$ cat src/rtl/bus_arbiter_rr4.sv
// bus_arbiter_rr4: round-robin arbiter sharing one data bus among four
// requesters. Grants are one-hot active-low. An owner keeps the bus while it
// requests, up to MAX_HOLD cycles when someone else is waiting. The granted
// requester's data is steered combinationally onto bus_data.
module bus_arbiter_rr4 #(
  parameter int WIDTH    = 10,
  parameter int MAX_HOLD = 8
) (
  input  logic               clk,
  input  logic               reset_n,
  input  logic [3:0]         req,
  input  logic [4*WIDTH-1:0] data_in,
  output logic [3:0]         grant_n,
  output logic [1:0]         grant_id,
  output logic               bus_valid,
  output logic [WIDTH-1:0]   bus_data
);

  // Hold counter is wide enough for MAX_HOLD-1 and never narrower than 1 bit.
  localparam int HCW = (MAX_HOLD <= 1) ? 1 : $clog2(MAX_HOLD + 1);
  localparam logic [HCW-1:0] HOLD_LAST = HCW'((MAX_HOLD == 0) ? 0 : MAX_HOLD - 1);

  typedef enum logic {
    IDLE = 1'b0,
    BUSY = 1'b1
  } state_t;

  state_t         state_reg, state_next;
  logic [1:0]     owner_reg, owner_next;
  logic [1:0]     last_reg, last_next;
  logic [HCW-1:0] hold_reg, hold_next;
  logic [3:0]     grant_n_reg, grant_n_next;
  logic [1:0]     grant_id_reg, grant_id_next;
  logic           bus_valid_reg, bus_valid_next;

  logic [3:0]       owner_oh;
  logic [3:0]       pick_mask;
  logic [1:0]       pick_idx;
  logic             others_pending;
  logic [1:0]       cand [4];
  logic [WIDTH-1:0] data_slice [4];

  assign owner_oh       = 4'b0001 << owner_reg;
  assign others_pending = |(req & ~owner_oh);

  // While busy, the current owner is never a candidate for the next pick.
  assign pick_mask = (state_reg == BUSY) ? (req & ~owner_oh) : req;

  // Candidate order for the rotating pick: last+1, last+2, last+3, last+4.
  for (genvar gi = 0; gi < 4; gi++) begin : g_cand
    assign cand[gi] = last_reg + 2'(gi + 1);
  end

  // Per-requester data slices for the output mux.
  for (genvar gi = 0; gi < 4; gi++) begin : g_slice
    assign data_slice[gi] = data_in[gi*WIDTH +: WIDTH];
  end

  // Rotating pick: scan lowest priority first so the nearest candidate wins.
  always_comb begin
    pick_idx = 2'd0;
    for (int k = 3; k >= 0; k--) begin
      if (pick_mask[cand[k]]) begin
        pick_idx = cand[k];
      end
    end
  end

  // Next-state logic: grant from idle, handoff on release, bounded-hold preemption.
  always_comb begin
    state_next = state_reg;
    owner_next = owner_reg;
    last_next  = last_reg;
    hold_next  = hold_reg;
    case (state_reg)
      IDLE: begin
        if (|req) begin
          state_next = BUSY;
          owner_next = pick_idx;
          last_next  = pick_idx;
          hold_next  = '0;
        end
      end
      BUSY: begin
        if (!req[owner_reg]) begin
          // Release: hand straight to the next requester, no bubble cycle.
          if (others_pending) begin
            owner_next = pick_idx;
            last_next  = pick_idx;
            hold_next  = '0;
          end else begin
            state_next = IDLE;
            hold_next  = '0;
          end
        end else if ((MAX_HOLD != 0) && (hold_reg == HOLD_LAST) && others_pending) begin
          // Hold budget used up and someone is waiting: preempt.
          owner_next = pick_idx;
          last_next  = pick_idx;
          hold_next  = '0;
        end else if (hold_reg != HOLD_LAST) begin
          // Saturating count so a lone owner is never wrapped back to zero.
          hold_next = hold_reg + HCW'(1);
        end
      end
      default: begin
        state_next = IDLE;
      end
    endcase
  end

  // Output values derived from the next state so the outputs are plain flops.
  always_comb begin
    grant_n_next   = 4'b1111;
    grant_id_next  = 2'd0;
    bus_valid_next = 1'b0;
    if (state_next == BUSY) begin
      grant_n_next   = ~(4'b0001 << owner_next);
      grant_id_next  = owner_next;
      bus_valid_next = 1'b1;
    end
  end

  // State and output registers; reset clears outputs immediately.
  always_ff @(posedge clk or negedge reset_n) begin
    if (!reset_n) begin
      state_reg     <= IDLE;
      owner_reg     <= 2'd0;
      last_reg      <= 2'd3;
      hold_reg      <= '0;
      grant_n_reg   <= 4'b1111;
      grant_id_reg  <= 2'd0;
      bus_valid_reg <= 1'b0;
    end else begin
      state_reg     <= state_next;
      owner_reg     <= owner_next;
      last_reg      <= last_next;
      hold_reg      <= hold_next;
      grant_n_reg   <= grant_n_next;
      grant_id_reg  <= grant_id_next;
      bus_valid_reg <= bus_valid_next;
    end
  end

  assign grant_n   = grant_n_reg;
  assign grant_id  = grant_id_reg;
  assign bus_valid = bus_valid_reg;
  assign bus_data  = bus_valid_reg ? data_slice[grant_id_reg] : '0;

endmodule

$ cat config.mk
export PLATFORM = sky130hd
export DESIGN_NAME = bus_arbiter_rr4
export DESIGN_NICKNAME = d
export VERILOG_FILES = /design/src/rtl/bus_arbiter_rr4.sv
export SDC_FILE = /design/constraint.sdc
export NUM_CORES = 1
export LEC_CHECK = 0
export CAP_MARGIN = 20
export CELL_PAD_IN_SITES_DETAIL_PLACEMENT = 1
export CELL_PAD_IN_SITES_GLOBAL_PLACEMENT = 1
export CORE_ASPECT_RATIO = 0.5
export CORE_MARGIN = 2
export CORE_UTILIZATION = 30
export CTS_CLUSTER_SIZE = 20
export DETAILED_ROUTE_END_ITERATION = 8
export PLACE_DENSITY = 0.77
export SLEW_MARGIN = 20
export SYNTH_ARGS = -nofsm -noshare
export SYNTH_HDL_FRONTEND = slang
export SYNTH_SLANG_ARGS = --single-unit
$ cat constraint.sdc
create_clock -name clk -period 2.3 [get_ports clk]
set_input_delay 0.46 -clock clk [delete_from_list [all_inputs] [get_ports clk]]
set_output_delay 0.46 -clock clk [all_outputs]
set_load 0.005 [all_outputs]
# Word level (Yosys, flattened, before mapping)
# Index checks and enable logic that the tools add are counted.
totals:
  reg_bits: 16
  output_inout_bits: 17
  wordCells: 76
op_classes:
  addsub: 4
  magnitude_cmp: 6
  eq_ne: 6
  shift: 2
  mux: 41
  n_bitwise: 5
  n_reduce_logical: 5
op_table:
  columns: ["cell", "n"]
  rows:
  - ["$mux 10", 3]
  - ["$mux 2", 13]
  - ["$mux 4", 6]
  - ["$bmux 10 s2", 1]
  - ["$lt 2x3->1 const B", 5]
  - ["$bmux 1 s2", 5]
  - ["$mux 1", 9]
  - ["$not 4->4", 2]
  - ["$pmux 2 s2", 2]
  - ["$pmux 4 s2", 1]
  - ["$reduce_or 4->1", 2]
  - ["$shl 1x2->4 const A", 2]
  - ["$add 2x2->2 const B", 2]
  - ["$add 4x1->4 const B", 1]
  - ["$and 4x4->4", 1]
  - ["$eq 4x3->1 const B", 1]
  - ["$ne 4x2->1 const B", 1]
  - ["$ne 4x3->1 const B", 1]
  - ["$ge 3x3->1 const B", 1]
  - ["$ne 3x1->1 const B", 1]
  - ["$ne 3x2->1 const B", 1]
  - ["$not 2->3", 1]
  - ["$reduce_and 3->1", 1]
  - ["$add 2x1->2 const B", 1]
  - ["5 further kinds", 5]

# Depth between registers and ports, before layout
logic_depth:
  depth_word: 16
  mapped_depth: 7
  depth_no_buf: 7

# Worst setup path after synthesis
# OpenSTA, ideal clock, no wires.
synth_path:
  kind: "input to register"
  startpoint: "in req[1]"
  endpoint: "reg grant_n_reg[2], in the netlist grant_n[2]"
  setup_time_ps: 80
  t_arrival_ps: 1908
  required_time_ps: 2220
  path_slack_ps: 312
  stages: 7
  n_path_buf: 1
  cell_sequence: "buf_6 -> mux4_2 -> nor2b_4 -> nand4b_4 -> a211oi_4 -> o2bb2ai_1 -> nand2_1"
synth_between:
  elab_chain_cells: 14
synth_lines:
  columns: ["element", "line", "source"]
  rows:
  - ["start, declared", "11", "input logic [3:0] req,"]
  - ["$and 4x4->4", "44, 47", null]
  - ["$mux 4", "47", "assign pick_mask = (state_reg == BUSY) ? (req & ~owner_oh) : req;"]
  - ["$bmux 1 s2", "63", "if (pick_mask[cand[k]]) begin"]
  - ["$mux 1 (not written as such)", "63", null]
  - ["$mux 2 (4 in series)", "63", null]
  - ["$mux 2 (on tied branches)", "87, 95", null]
  - ["$mux 2", "85", "if (!req[owner_reg]) begin"]
  - ["$pmux 2 s2", "75", "case (state_reg)"]
  - ["$shl 1x2->4", "117", "grant_n_next = ~(4'b0001 << owner_next);"]
  - ["$not 4->4", "117", null]
  - ["$mux 4 (*)", "116", "if (state_next == BUSY) begin"]
  - ["named net grant_n_next[2]", "32", "logic [3:0] grant_n_reg, grant_n_next;"]
  - ["end signal, assigned", "138", "grant_n_reg <= grant_n_next;"]
  - ["end, declared", "32", null]
# Mark *: on every way through the listed nets, which the timed path passes. The rest lies on a longest branch. The select of a mux whose other input is x is not followed.
# A chain may end at the register's enable or synchronous reset.

# Final worst setup path
layout_path:
  startpoint: "in req[0]"
  endpoint: "reg grant_n_reg[2], in the netlist grant_n[2]"
# Same word-level chain as after synthesis.

==> impl_metrics.py <==
metrics = {
    "route": {
        "routed-via-count": 1377,
        "met2_wirelength_mm": 2.231,
        "totalWireLength_mm": 4.264,
        "wirelength_met1_mm": 1.800,
        "routed_via_density": 5.216,
        "ant_nets": 0,
        "route.met3.wl_um": 221,
        "drc": 0,
        "drt_iter0_markers": 55,
        "route.top_layer_used": "met4",
        "drt_first_pass_iters": 6,
        "routedWlPerCell_um": 16.15,
    },
    "sta": {
        "worst_slew_pin_slew_ps": 696.9,
        "finalCritPeriodShare": 0.9709,
        "setup_repair_after_global_routing_missed_its_margin": "no",
        "holdWs_ps": 528.9,
        "max_freq_mhz": 447.8,
        "drv_slew": 0,
        "final-hold-violation-count": 0,
        "final.min_clock_period_ps": 2233,
        "max_slew_margin": 0.5340,
        "timing.final.setup_violations": 0,
        "skew_ps": 2.462,
    },
    "die": {
        "floorplan_die_area_um2": 5063,
        "io_pins": 63,
        "overall_die_width_um": 98.65,
        "initial_utilization": 0.3082,
        "chipHeight_um": 51.33,
        "placementRows": 17,
        "core_um2": 4360,
    },
    "cells_and_area": {
        "final_core_utilization": 0.5073,
        "final_layout_size_suffix_gt1_frac": 0.2850,
        "area.growth.synth_to_final_pct": 64.62,
        "layout.cells.non_filler": 264,
        "layout.cell_area.non_filler_um2": 2212,
        "layout_net_count": 255,
        "antennaDiodeCount": 0,
        "filler_cell_count": 493,
    },
    "setup_path": {
        "worstPathBufferInverterCount": 1,
        "crit_path_max_fanout": 7,
        "timing.critical_path.from_type": "primary input",
        "worstPathRequired_ps": 2480,
        "cp.arrival_ps": 2410,
        "timing.critical_path.to_type": "register",
        "critical_path_top_delay_cell": "mux4_2",
        "critPathTopFamily": "compound AO/OA/AOI/OAI gates",
        "critical_path_class": "primary input to register",
        "critical_path.cell_chain": "clkdlybuf4s50_1 -> mux4_2 -> nor2b_4 -> nand4b_4 -> a211oi_4 -> o2bb2ai_1 -> nand2_1",
        "cpPeakStageDelay_ps": 520,
    },
    "grt": {
        "grt.total_usage": 0.1769,
        "grt_antenna_before_repair": 0,
        "grt.overflow.total": 0,
        "grt_pass1_wl_mm": 7.093,
        "grt_start_max_net_pins": 16,
        "first_global_vias": 1482,
    },
    "clock_tree": {
        "clockRootBuffer": "clkbuf_8",
        "clk_pin_slew_ps": 60,
        "h-tree-depth": 1,
        "max-clock-path-buffers": 2,
        "insertion_delay_ps": 250,
        "numClockSinks": 15,
        "post-cts-setup-buffers": 0,
        "tritoncts": "built",
        "hold_buffer_count_at_cts": 0,
        "cts_inserted_buffers": 3,
    },
    "pwr": {
        "power.share.sequential": 0.242,
        "ir_drop_uv": 293.4,
        "power.share.clock": 0.096,
        "p_switching_uw": 805.4,
        "comb_power_share": 0.662,
        "p_int_mw": 1.402,
        "p_leak_nw": 0.9214,
        "finalPower_mw": 2.208,
        "power_density_nw_per_um2": 997.9,
        "power_switching_share": 0.3648,
    },
    "logic_synthesis": {
        "netlist_top_cells_area": "mux4_2 (18%), dfrtp_1 (17%), dfstp_2 (12%)",
        "yosys-top-cells-count": "and2_1 (12), mux4_2 (11), dfrtp_1 (9)",
        "syn_area_um2": 1344,
        "synth_edf_count": 0,
        "synth.distinct_cells": 53,
        "synth_sequential_area_ratio": 0.2849,
        "ys_warns": 0,
        "postSynthAreaPerCell_um2": 10.58,
        "synthesis_stage_register_bit_count": 15,
        "syn-num-nets": 174,
        "async_flop_share": 1.000,
        "synth_top_cell_area_share": 0.1844,
        "synthFlopType": "dfrtp_1",
        "netlist_instances": 127,
        "dominant_cell_by_count_in_the_synthesized_netlist": "and2_1",
        "dominant_cell_type_by_area_after_synthesis": "mux4_2",
    },
    "worst_hold_path": {
        "hold_path_class": "register to register",
    },
    "placement": {
        "io_buffer_count": 62,
        "dpl_cell_area_um2": 2165,
        "hpwlAfterDp_mm": 3.537,
        "gp_congestion": 0.7412,
        "post-place-cells": 260,
    },
    "status": {
        "result_of_the_run": "finished clean",
    },
    "run": {
        "drv.max_cap_violation_count": 0,
    },
}
cell families (layout without fill, tap and decap cells):
kind of cell	after synthesis	count (layout)	synth area share
fa+ha+maj	1	1	0.009309
mux	15	15	0.2160
compound gates	29	29	0.1751
flops	15	15	0.2849
simple gates	49	49	0.2412
xor+xnor	1	1	0.006519
buf+inv	17	97	0.06703
layout by cell type (no fill, tap or decap), drive strengths merged, types with 6 or more instances in the layout:
cell	instances
nand2	9
dfrtp	9
buf	24
mux4	11
inv	6
dlygate4sd2	10
clkdlybuf4s50	51
nor2	7
dfstp	6
and2	12
metal layers:
layer / vias to the layer above / GRT usage
li1: 640 / -
met1: 691 / 0.2081
met2: 44 / 0.3401
met3: 2 / 0.03830
met4: 0 / 0.03196
met5: - / 0
path summary, 6_finish.rpt:
path	cells past startpoint	start	slack, ps	endpoint
setup / recovery	7	req[0]	70	grant_n[2]
hold / removal	1	hold_reg[3]	530	hold_reg[3]
min in group asynchronous	1	reset_n	630	grant_id[1]
hold reg to reg	1	hold_reg[3]	530	hold_reg[3]
max in group asynchronous	1	reset_n	1230	hold_reg[1]
setup reg to reg	6	owner_reg[1]	120	grant_n[2]
what timing repair did:
item,CTS,global route
setup endpoints to repair,10,6
gates resized for setup,10,3
pin swaps,0,1
cloned,0,0
per-stage QoR:
step	worst slack (ps)	setup TNS (ps)
floorplan	312.2	0
global placement	-129.4	-1442
detailed placement	-222.8	-2462
CTS	24.92	0
global route	1.389	0
finish	66.86	0
final cells by class:
| cell class | instances | area, um^2 | area share |
|---|---|---|---|
| multi-input cells | 95 | 883.3 | 0.3993 |
| clock buffers | 4 | 45.04 | 0.02036 |
| well taps | 57 | 71.32 | 0.03224 |
| flip-flops and latches | 15 | 382.9 | 0.1731 |
| inverters | 7 | 26.28 | 0.01188 |
| repair buffers | 86 | 803.3 | 0.3631 |
power by group through the flow:
stage / combinational [mW] / clock (mW) / sequential [mW]
floorplan: 0.922 / 0 / 0.461
global placement: 1.49 / 0 / 0.528
detailed placement: 1.54 / 0 / 0.536
CTS: 1.48 / 0.218 / 0.531
global route: 1.61 / 0.229 / 0.551
finish: 1.46 / 0.213 / 0.533
(Power assumes the default switching activity.)
